--- config.mk ---
export PLATFORM = sky130hd
export DESIGN_NAME = pea_invoke_scheduler
export DESIGN_NICKNAME = d
export VERILOG_FILES = /design/src/rtl/pea_sched_pkg.sv /design/src/rtl/pea_sched_watchdog.sv /design/src/rtl/pea_invoke_scheduler.sv
export SDC_FILE = /design/constraint.sdc
export NUM_CORES = 1
export LEC_CHECK = 0
export ABC_AREA = 1
export CAP_MARGIN = 30
export CORE_ASPECT_RATIO = 1.4
export CORE_MARGIN = 2
export CORE_UTILIZATION = 55
export CTS_BUF_LIST = sky130_fd_sc_hd__clkbuf_8
export DETAILED_ROUTE_END_ITERATION = 12
export PLACE_DENSITY_LB_ADDON = 0.3
export SLEW_MARGIN = 10
export SYNTH_ARGS = -nofsm -noshare
export SYNTH_HDL_FRONTEND = slang
export SYNTH_HIERARCHICAL = 1
export SYNTH_SLANG_ARGS = --single-unit
--- constraint.sdc ---
create_clock -name clk -period 4.5 [get_ports clk]
set_input_delay 1.125 -clock clk [delete_from_list [all_inputs] [get_ports clk]]
set_output_delay 1.125 -clock clk [all_outputs]
set_load 0.03 [all_outputs]
--- src/rtl/pea_sched_pkg.sv ---
// Shared definitions for the PEA invoke scheduler: CFDF mode codes,
// FSM state encoding and a ceiling-log2 helper.
package pea_sched_pkg;

    localparam logic [1:0] SETUP_INSTR  = 2'b00;
    localparam logic [1:0] INSTR        = 2'b01;
    localparam logic [1:0] OUTPUT       = 2'b10;
    localparam logic [1:0] MODE_ILLEGAL = 2'b11;

    typedef enum logic [2:0] {
        IDLE    = 3'd0,
        SETTLE  = 3'd1,
        CHECK   = 3'd2,
        INVOKE  = 3'd3,
        WAIT_FC = 3'd4,
        DONE    = 3'd5,
        ERR     = 3'd6
    } state_t;

    // Ceiling log2, never less than one bit wide.
    function automatic int log2(input int n);
        int r;
        r = 1;
        for (int i = 1; i < 31; i++) begin
            if ((1 << i) < n) r = i + 1;
        end
        return r;
    endfunction

endpackage

--- src/rtl/pea_sched_watchdog.sv ---
// WAIT_FC watchdog: counts idle cycles while waiting for firing-complete
// and trips when the count reaches TMO_CYC.
module pea_sched_watchdog
    import pea_sched_pkg::*;
#(
    parameter int TMO_CYC = 1024
) (
    input  logic clk,
    input  logic rst,
    input  logic clr,
    input  logic inc,
    output logic trip
);

    localparam int W = log2(TMO_CYC + 1);

    logic [W-1:0] cnt;

    // Cycle counter, cleared whenever the scheduler is outside WAIT_FC.
    always_ff @(posedge clk or negedge rst) begin
        if (!rst)      cnt <= '0;
        else if (clr)  cnt <= '0;
        else if (inc)  cnt <= cnt + 1'b1;
    end

    // Trip on the increment that brings the count to TMO_CYC.
    assign trip = inc && (cnt == W'(TMO_CYC - 1));

endmodule

--- src/rtl/pea_invoke_scheduler.sv ---
// Firing sequencer for the PEA actor: present mode, wait for enable,
// pulse invoke, wait for FC, latch next mode. Option: PEA_SCHED_WATCHDOG_EN.
module pea_invoke_scheduler
    import pea_sched_pkg::*;
#(
    parameter int CNT_W   = 16,
    parameter int TMO_CYC = 1024
) (
    input  logic             clk,
    input  logic             rst,
    input  logic             start,
    input  logic [CNT_W-1:0] fire_limit,
    input  logic             enable_in,
    input  logic             fc_in,
    input  logic [1:0]       next_mode_in,
    output logic             invoke_out,
    output logic [1:0]       next_instr_out,
    output logic             busy,
    output logic             done,
    output logic             error,
    output logic [CNT_W-1:0] fire_count
`ifdef PEA_SCHED_WATCHDOG_EN
    ,
    output logic             watchdog_trip
`endif
);

    state_t           state;
    state_t           state_nxt;
    logic [CNT_W-1:0] limit;
    logic [CNT_W-1:0] count_inc;
    logic             fc_ok;
    logic             limit_hit;
    logic             wd_hit;

    assign count_inc = fire_count + 1'b1;
    assign fc_ok     = (state == WAIT_FC) && fc_in &&
                       (next_mode_in != MODE_ILLEGAL);
    assign limit_hit = (limit != '0) && (count_inc == limit);

`ifdef PEA_SCHED_WATCHDOG_EN
    logic wd_trip_q;

    pea_sched_watchdog #(
        .TMO_CYC (TMO_CYC)
    ) u_wd (
        .clk  (clk),
        .rst  (rst),
        .clr  (state != WAIT_FC),
        .inc  ((state == WAIT_FC) && !fc_in),
        .trip (wd_hit)
    );

    // Sticky cause flag, set only when the watchdog forces ERR.
    always_ff @(posedge clk or negedge rst) begin
        if (!rst)        wd_trip_q <= 1'b0;
        else if (wd_hit) wd_trip_q <= 1'b1;
    end

    assign watchdog_trip = wd_trip_q;
`else
    localparam int tmo_unused = TMO_CYC;
    assign wd_hit = 1'b0;
`endif

    // State register.
    always_ff @(posedge clk or negedge rst) begin
        if (!rst) state <= IDLE;
        else      state <= state_nxt;
    end

    // Next-state decode and state-derived outputs.
    always_comb begin
        state_nxt  = state;
        invoke_out = 1'b0;
        busy       = 1'b1;
        done       = 1'b0;
        error      = 1'b0;
        unique case (state)
            IDLE: begin
                busy = 1'b0;
                if (start) state_nxt = SETTLE;
            end
            SETTLE: state_nxt = CHECK;
            CHECK: begin
                if (!start)         state_nxt = IDLE;
                else if (enable_in) state_nxt = INVOKE;
            end
            INVOKE: begin
                invoke_out = 1'b1;
                state_nxt  = WAIT_FC;
            end
            WAIT_FC: begin
                if (fc_in) begin
                    if (next_mode_in == MODE_ILLEGAL) state_nxt = ERR;
                    else if (limit_hit)               state_nxt = DONE;
                    else                              state_nxt = SETTLE;
                end else if (wd_hit) begin
                    state_nxt = ERR;
                end
            end
            DONE: begin
                busy = 1'b0;
                done = 1'b1;
                if (!start) state_nxt = IDLE;
            end
            ERR: begin
                busy  = 1'b0;
                error = 1'b1;
            end
            default: state_nxt = IDLE;
        endcase
    end

    // Mode latch, firing counter and limit capture.
    always_ff @(posedge clk or negedge rst) begin
        if (!rst) begin
            next_instr_out <= SETUP_INSTR;
            fire_count     <= '0;
            limit          <= '0;
        end else begin
            if (state == IDLE && start) begin
                fire_count <= '0;
                limit      <= fire_limit;
            end
            if (fc_ok) begin
                next_instr_out <= next_mode_in;
                fire_count     <= count_inc;
            end
            if (state_nxt == IDLE && state != IDLE) begin
                next_instr_out <= SETUP_INSTR;
            end
        end
    end

endmodule
## Yosys cells after proc, flatten, opt, wreduce, memory -nomap -nowiden

Cells that the tools add are included.

| cells by class | value |
|---|---|
| add/subtract/negate cells | 1 |
| equality and inequality tests | 9 |
| multiplexer cells | 16 |
| reductions and logical operators | 12 |

Operators by type and width:

| cell | number |
|---|---|
| 16-bit two-way mux | 2 |
| 3-bit two-way mux | 7 |
| 3-bit case mux with 7 select lines | 1 |
| 16-bit by 1-bit adder with 16-bit output (second input constant) | 1 |
| 16-bit == test | 1 |
| 16-bit nonzero test | 1 |
| 3-bit == test (second input constant) | 3 |
| 3-bit by 2-bit == test with 1-bit output (second input constant) | 2 |
| 3-bit logical NOT | 2 |
| 1-bit logical AND | 5 |
| 1-bit two-way mux | 4 |
| 2-bit two-way mux | 2 |
| 2-bit nonzero test | 2 |
| 3-bit by 1-bit == test with 1-bit output (second input constant) | 1 |
| 3-bit nonzero test | 1 |
| 3-bit OR reduction | 1 |
| 2-bit == test (second input constant) | 1 |
| 2-bit != test (second input constant) | 1 |

| word-level totals | value |
|---|---|
| register bits | 37 |
| input bits | 23 |
| word-level logic and storage cells | 42 |

## Depth between registers and ports, before layout

| logic depth | value |
|---|---|
| depth after elaboration | 10 |
| depth in mapped cells | 17 |
| mapped depth without buffers | 17 |

## Worst setup path before layout

No wires, ideal clock.

| path | value |
|---|---|
| kind | register to output |
| start | register state[2] |
| end | output busy |
| arrival | 1,583 ps |
| data required time | 3,375 ps |
| path slack | 1,792 ps |
| stages on the path, launching flop included | 4 |
| cells stage by stage | dfrtp_1 -> inv_1 -> nor3_1 -> nor3_1 |

| on the way | value |
|---|---|
| word-level cells in the longest chain between the ends | 3 |
| elaborated cells between the ends (all ways) | 5 |

RTL lines:

| element | line | RTL |
|---|---|---|
| start: declaration | pea_invoke_scheduler.sv:28 | `state_t state;` |
| start signal: assignment | pea_invoke_scheduler.sv:69 | `else state <= state_nxt;` |
| 3-bit == test or 3-bit logical NOT (tied branches) | pea_invoke_scheduler.sv:79 | `unique case (state)` |
| 3-bit OR reduction (no source line) * | -- |  |
| 1-bit two-way mux * | pea_invoke_scheduler.sv:79 |  |
| end: declaration | pea_invoke_scheduler.sv:18 | `output logic busy,` |

Every way passes the cells marked *; elsewhere a longest branch is shown, timed or not.

## Final worst setup path

| path | value |
|---|---|
| start | register state[0] |
| end | output busy |

Same word-level chain as after synthesis.

==> results.cfg <==
[clocking]
root_buffer = clkbuf_8
worst_setup_hold_path_clk_slew_ns = 0.07
ctsResizeCount = 0
numCtsBuffers = 5
cts.sinks = 37
clk_path_buf_depth = 2
clock_latency_ns = 0.29
cts_hold_buf = 0
tritoncts = done
cts_setup_buffers = 0
h-tree-depth = 2

[synthesis]
synth_cell_type_count = 20
synthCells = 344
yosysWarnings = 6
synth_top_area_share = 0.402
ys_seq_elements = 37
netlist_area_mm2 = 0.00230
syn_nets = 368
synth_top_area_cell = dfrtp_1
ys_seq_area_frac = 0.402
syn_area_per_cell_um2 = 6.69
synthTopCellsByArea = dfrtp_1 40%, nand2_1 19%, nand3_1 11%, inv_1 7.8%, o21ai_0 4.6%

[grt]
first_global_vias = 2583
grt_usage = 0.298
grt_pass1_wl_mm = 10.8
grt_max_degree = 38
antenna_found_initial = 0
grt-ovfl-total = 0

[drt]
via_per_inst = 5.65
dr.first_iter.drc_count = 170
route.detailed.drc = 2
vias = 2456
wl_per_cell_um = 14.0
dr.pass1.iters = 9
routed_wl_mm = 6.07
ant_nets = 0

[floorplanning]
core_mm2 = 0.00399
chipHeight_um = 80.6
die_area_mm2 = 0.00473
start_util = 0.578
num_io_pins = 45
fp-row-count = 27
fp.dieW_um = 58.7

[worst_setup_path]
cp.arrival_ns = 1.88
crit_path_start_kind = flop
crit_required_ns = 3.38
path_class = flop to primary output
cp_max_fo = 6
critPathCaptureType = primary output

[final_layout]
regArea_um2 = 926
multi_input_area_mm2 = 0.00118
postLayoutCellArea_mm2 = 0.00288
layout-drive-gt1-share = 0.0434
nNetsFinal = 416
nFillCells = 338
n_antenna_cell = 0
area_delta_synth_final_pct = 24.9

[timing]
worst_pin_slew_ns = 0.845
slew_headroom = 0.436
max_freq_ghz = 0.332
fin_skew_ns = 0.00698
rsz0062_at_grt = false
maxSlewViolCount = 0
whs_ns = 0.538
min_period_ns = 3.01
finalHoldViolCount = 0
setup_violations = 0
finalCritPeriodShare = 0.668
setup_tns_ns = 0

[run]
maxCapViolCount = 0

[run_status]
outcome = finished, violations left
violations = DRC

[placement]
gp_congestion = 0.909
post_dp_cell_area_mm2 = 0.00279
dp_hpwl_mm = 4.54
port_buffers = 44

[power_and_ir_drop]
p_per_area_mw_per_mm2 = 444
leakage_nw = 1.36
vdd_ir_drop_max_mv = 0.374

[worst_hold_path]
hold_path_class = flop to flop
cell usage in the layout, fill, tap and decap left out, drive strengths merged:
cell type and count:
buf 3, clkbuf 6, clkdlybuf4s50 43, clkinv 1, dfrtp 37, ha 1, inv 49, nand2 119
nand3 51, nand3b 2, nand4 9, nor2 33, nor3 6, o211ai 1, o21ai 21, o22ai 6
xnor2 1, xnor3 1, xor2 2
worst max-delay path: stages (launching register included):
cell             delay, ns
dfrtp_1               0.44
nor2_1                0.10
nand2_1               0.10
inv_1                 0.08
nor3_1                0.18
clkdlybuf4s50_1       0.70
cells by family (layout without fill, tap and decap cells):
kind of cell | after synthesis | after routing | share of synthesized area
DFF | 37 | 37 | 0.402
and+or+nand+nor | 220 | 220 | 0.418
AOI/OAI and AO/OA | 28 | 28 | 0.0652
xor gates and xnor gates | 4 | 4 | 0.0212
buffers and inverters | 54 | 102 | 0.0880
adders and majority gates | 1 | 1 | 0.00543
Yosys cell counts, drive strengths merged:
cell / instances
o21ai: 21
xor2: 2
dfrtp: 37
xnor3: 1
clkinv: 1
nand4: 9
nor2: 33
inv: 48
o211ai: 1
nand3b: 2
nand2: 119
nor3: 6
ha: 1
o22ai: 6
xnor2: 1
nand3: 51
clkbuf: 5
layer usage:
layer,global-route usage,up-vias,share of wire
met5,0,-,0
met1,0.319,1146,0.38
met4,0.170,0,0.036
met2,0.529,92,0.53
met3,0.0628,19,0.049
li1,-,1199,-
per-stage QoR:
stage	setup WS (ns)	total power, mW	cells	utilization
floorplan	1.79	0.856	344	-
global placement	1.63	1.03	428	0.700
detailed placement	1.53	1.05	428	0.700
CTS	1.47	1.28	435	0.722
global route	1.37	1.37	435	0.722
finish	1.49	1.28	435	0.722
worst paths after layout:
kind                                     from  cells past startpoint                end  slack [ns]
worst max-delay path                 state[0]                      5               busy        1.49
worst min-delay path                 limit[1]                      2           limit[1]        0.54
worst max register to register  fire_count[0]                     15  next_instr_out[0]        2.25
worst min register to register       limit[1]                      2           limit[1]        0.54
max in group asynchronous                 rst                      1     fire_count[10]        3.03
min in group asynchronous                 rst                      1           limit[8]        0.92
final cells by class:
| class | count | share of cell area |
|---|---|---|
| clock buffer | 6 | 0.0287 |
| clock inverter | 1 | 0.00130 |
| inverter | 49 | 0.0639 |
| multi-input combinational | 253 | 0.409 |
| sequential | 37 | 0.322 |
| tap | 43 | 0.0187 |
| timing repair buffer | 46 | 0.157 |
where the power goes:
part           leakage, nW  internal, mW  switching, mW
clock               0.0485         0.119          0.117
sequential           0.487         0.424         0.0798
combinational        0.829         0.205          0.331
registers in the layout, summed over array words and instances (netlist names):
register	flops
fire_count	16
limit	16
state	3
next_instr_out	2
Power figures use the tool's default switching activity.
==> variant: new RTL, same flow settings <==
Add a define of `PEA_SCHED_WATCHDOG_EN`.
--- a/src/rtl/pea_invoke_scheduler.sv
+++ b/src/rtl/pea_invoke_scheduler.sv
@@ -1,5 +1,7 @@
 // Firing sequencer for the PEA actor: present mode, wait for enable,
 // pulse invoke, wait for FC, latch next mode. Option: PEA_SCHED_WATCHDOG_EN.
+`define PEA_SCHED_WATCHDOG_EN
+
 module pea_invoke_scheduler
     import pea_sched_pkg::*;
 #(
Function (old outputs only; new: watchdog_trip): same outputs for any inputs over 10 cycles, from zero or initial values and one cycle with rst low; that may be too few to reach the edited logic, so the function may still have changed.
==> variant against the original RTL <==
Synthesized area increased by 30%. Cell count increased by 20%. Combinational power increased by 9.5%. Total power increased by 14%. Fmax about the same. Setup slack got worse by 0.0016 ns. Clock skew decreased by 0.0035 ns. Cell area increased by 25%. Sequential cell count increased by 12. Wire length increased by 20%.
==> variant: results (changes against the original RTL) <==
* Outcome: finished clean (was finished, violations left)
* WP data arrival at 1.88 ns (about the same)
* First-pass GRT wire length at 12,100 µm (was 10,800 µm)
* Port bufs at 45 (was 44)
* Routed Wire Length at 7290 µm (was 6070 µm)
* Crit path max fanout at 5 (was 6)
* Drt first pass iters at 4 (was 9)
* Worst-case clock skew at 0.00350 ns (was 0.00698 ns)
* Vias per cell at 5.53 (was 5.65)
* Drt first-iter violations at 164 (was 170)
* Synth area leaders: dfrtp_1 (41%), nand2_1 (14%), nand3_1 (7.0%) (was dfrtp_1 (40%), nand2_1 (19%), nand3_1 (11%))
* Biggest regs: fire_count x16, limit x16, u_wd/cnt x11 (was fire_count x16, limit x16, state x3)
* Initial antenna violation count at 0 (unchanged)
* Peak VDD IR at 0.000229 V (was 0.000374 V)
* GPL Wtd Cong at 0.883 (was 0.909)
* Synth unique cells at 34 (was 20)
* Vias in the first global route at 2,862 (was 2,583)
* Worst R2R Path Depth at 11 (was 15)
* Dpl hpwl at 5560 µm (was 4540 µm)
* Share of layout cells above drive strength 1 at 8.79% (was 4.34%)
* Worst R2R Setup Slack at 2.27 ns (was 2.25 ns)
* Hold depth at 1 (was 2)
* Worst Min Path Start: watchdog_trip (was limit[1])
* Origin of the worst setup path: state[2] (was state[0])
* DP Worst Slack at 1.45 ns (was 1.53 ns)
* Reg2reg end: next_instr_out[1] (was next_instr_out[0])
* Syn_nets at 433 (was 368)
* FF-to-FF Start: state[1] (was fire_count[0])
* Post-synth top cells: nand2_1 (110), inv_1 (50), dfrtp_1 (49), nor2_1 (49), nand3_1 (42) (was nand2_1 (119), nand3_1 (50), inv_1 (48))
* WHS Endpoint: watchdog_trip (was limit[1])
## variant: cell types whose count changed in the layout (fill, tap and decap cells not counted), sizes merged, moves of 3 or more
| cell | change |
|---|---|
| dfrtp | +12 |
| nand3 | -3 |
| inv | +7 |
| mux2 | +5 |
| nor2 | +28 |
| nand2 | -6 |
| o21ai | -7 |
| a21oi | +17 |
## variant: power breakdown
part	internal [µW]	leakage, µW	switching, µW	total (µW)
logic	221	0.000979	366	587
clock network	120	0.0000485	142	262
registers	533	0.000635	75.2	609
total	874	0.00166	583	1460
## variant: cell type report
class                           count  area [µm²]
Clock inverter                      1        3.75
Tap cell                           66        82.6
Sequential cell                    49        1230
Fill cell                         448        1640
Multi-Input combinational cell    296        1520
Timing Repair Buffer               47         473
Clock buffer                        6        82.6
Inverter                           56         216
## variant: metrics by stage
step	instance area (µm²)	hold WS, ns	total power [µW]	util, %	instances
detailed placement	3510	0.471	1200	67.1	514
CTS	3600	0.494	1460	68.7	521
finish	3600	0.487	1460	68.7	521
global placement	3490	0.474	1180	66.7	513
global route	3600	0.517	1550	68.7	521
floorplan	3000	0.455	1030	-	408
## variant: logic make-up after synthesis
family / count (synthesis) / share of synthesized area (%)
AO/OA/AOI/OAI: 40 / 7.25
XOR/XNOR: 3 / 1.33
adder cells (fa/ha/maj): 2 / 0.833
buffers and inverters: 63 / 8.75
flip-flops: 49 / 40.8
multiplexers: 5 / 1.87
AND/OR/NAND/NOR: 246 / 39.2
## variant: critical path: stages (launching register included)
cell and delay [ns]:
dfrtp_1 0.43, inv_1 0.11, nor3_1 0.30, clkdlybuf4s50_1 0.74
## variant: per-layer routing
layer  vias up  global-route usage (%)  share of wire [%]
li1       1420                       -                  -
met1      1368                    27.8                 39
met2        80                    48.1                 55
met3        12                    3.59                4.0
met4         0                    10.7                2.2
met5         -                       0                  0
## variant: worst max-delay path by stage
stage                             end  slack [ns]  depth (start not counted)
floorplan                        busy        1.76                          3
global placement    next_instr_out[1]        1.54                         10
detailed placement  next_instr_out[0]        1.45                         10
CTS                             error        1.50                          3
global route                    error        1.37                          3
finish                          error        1.49                          3
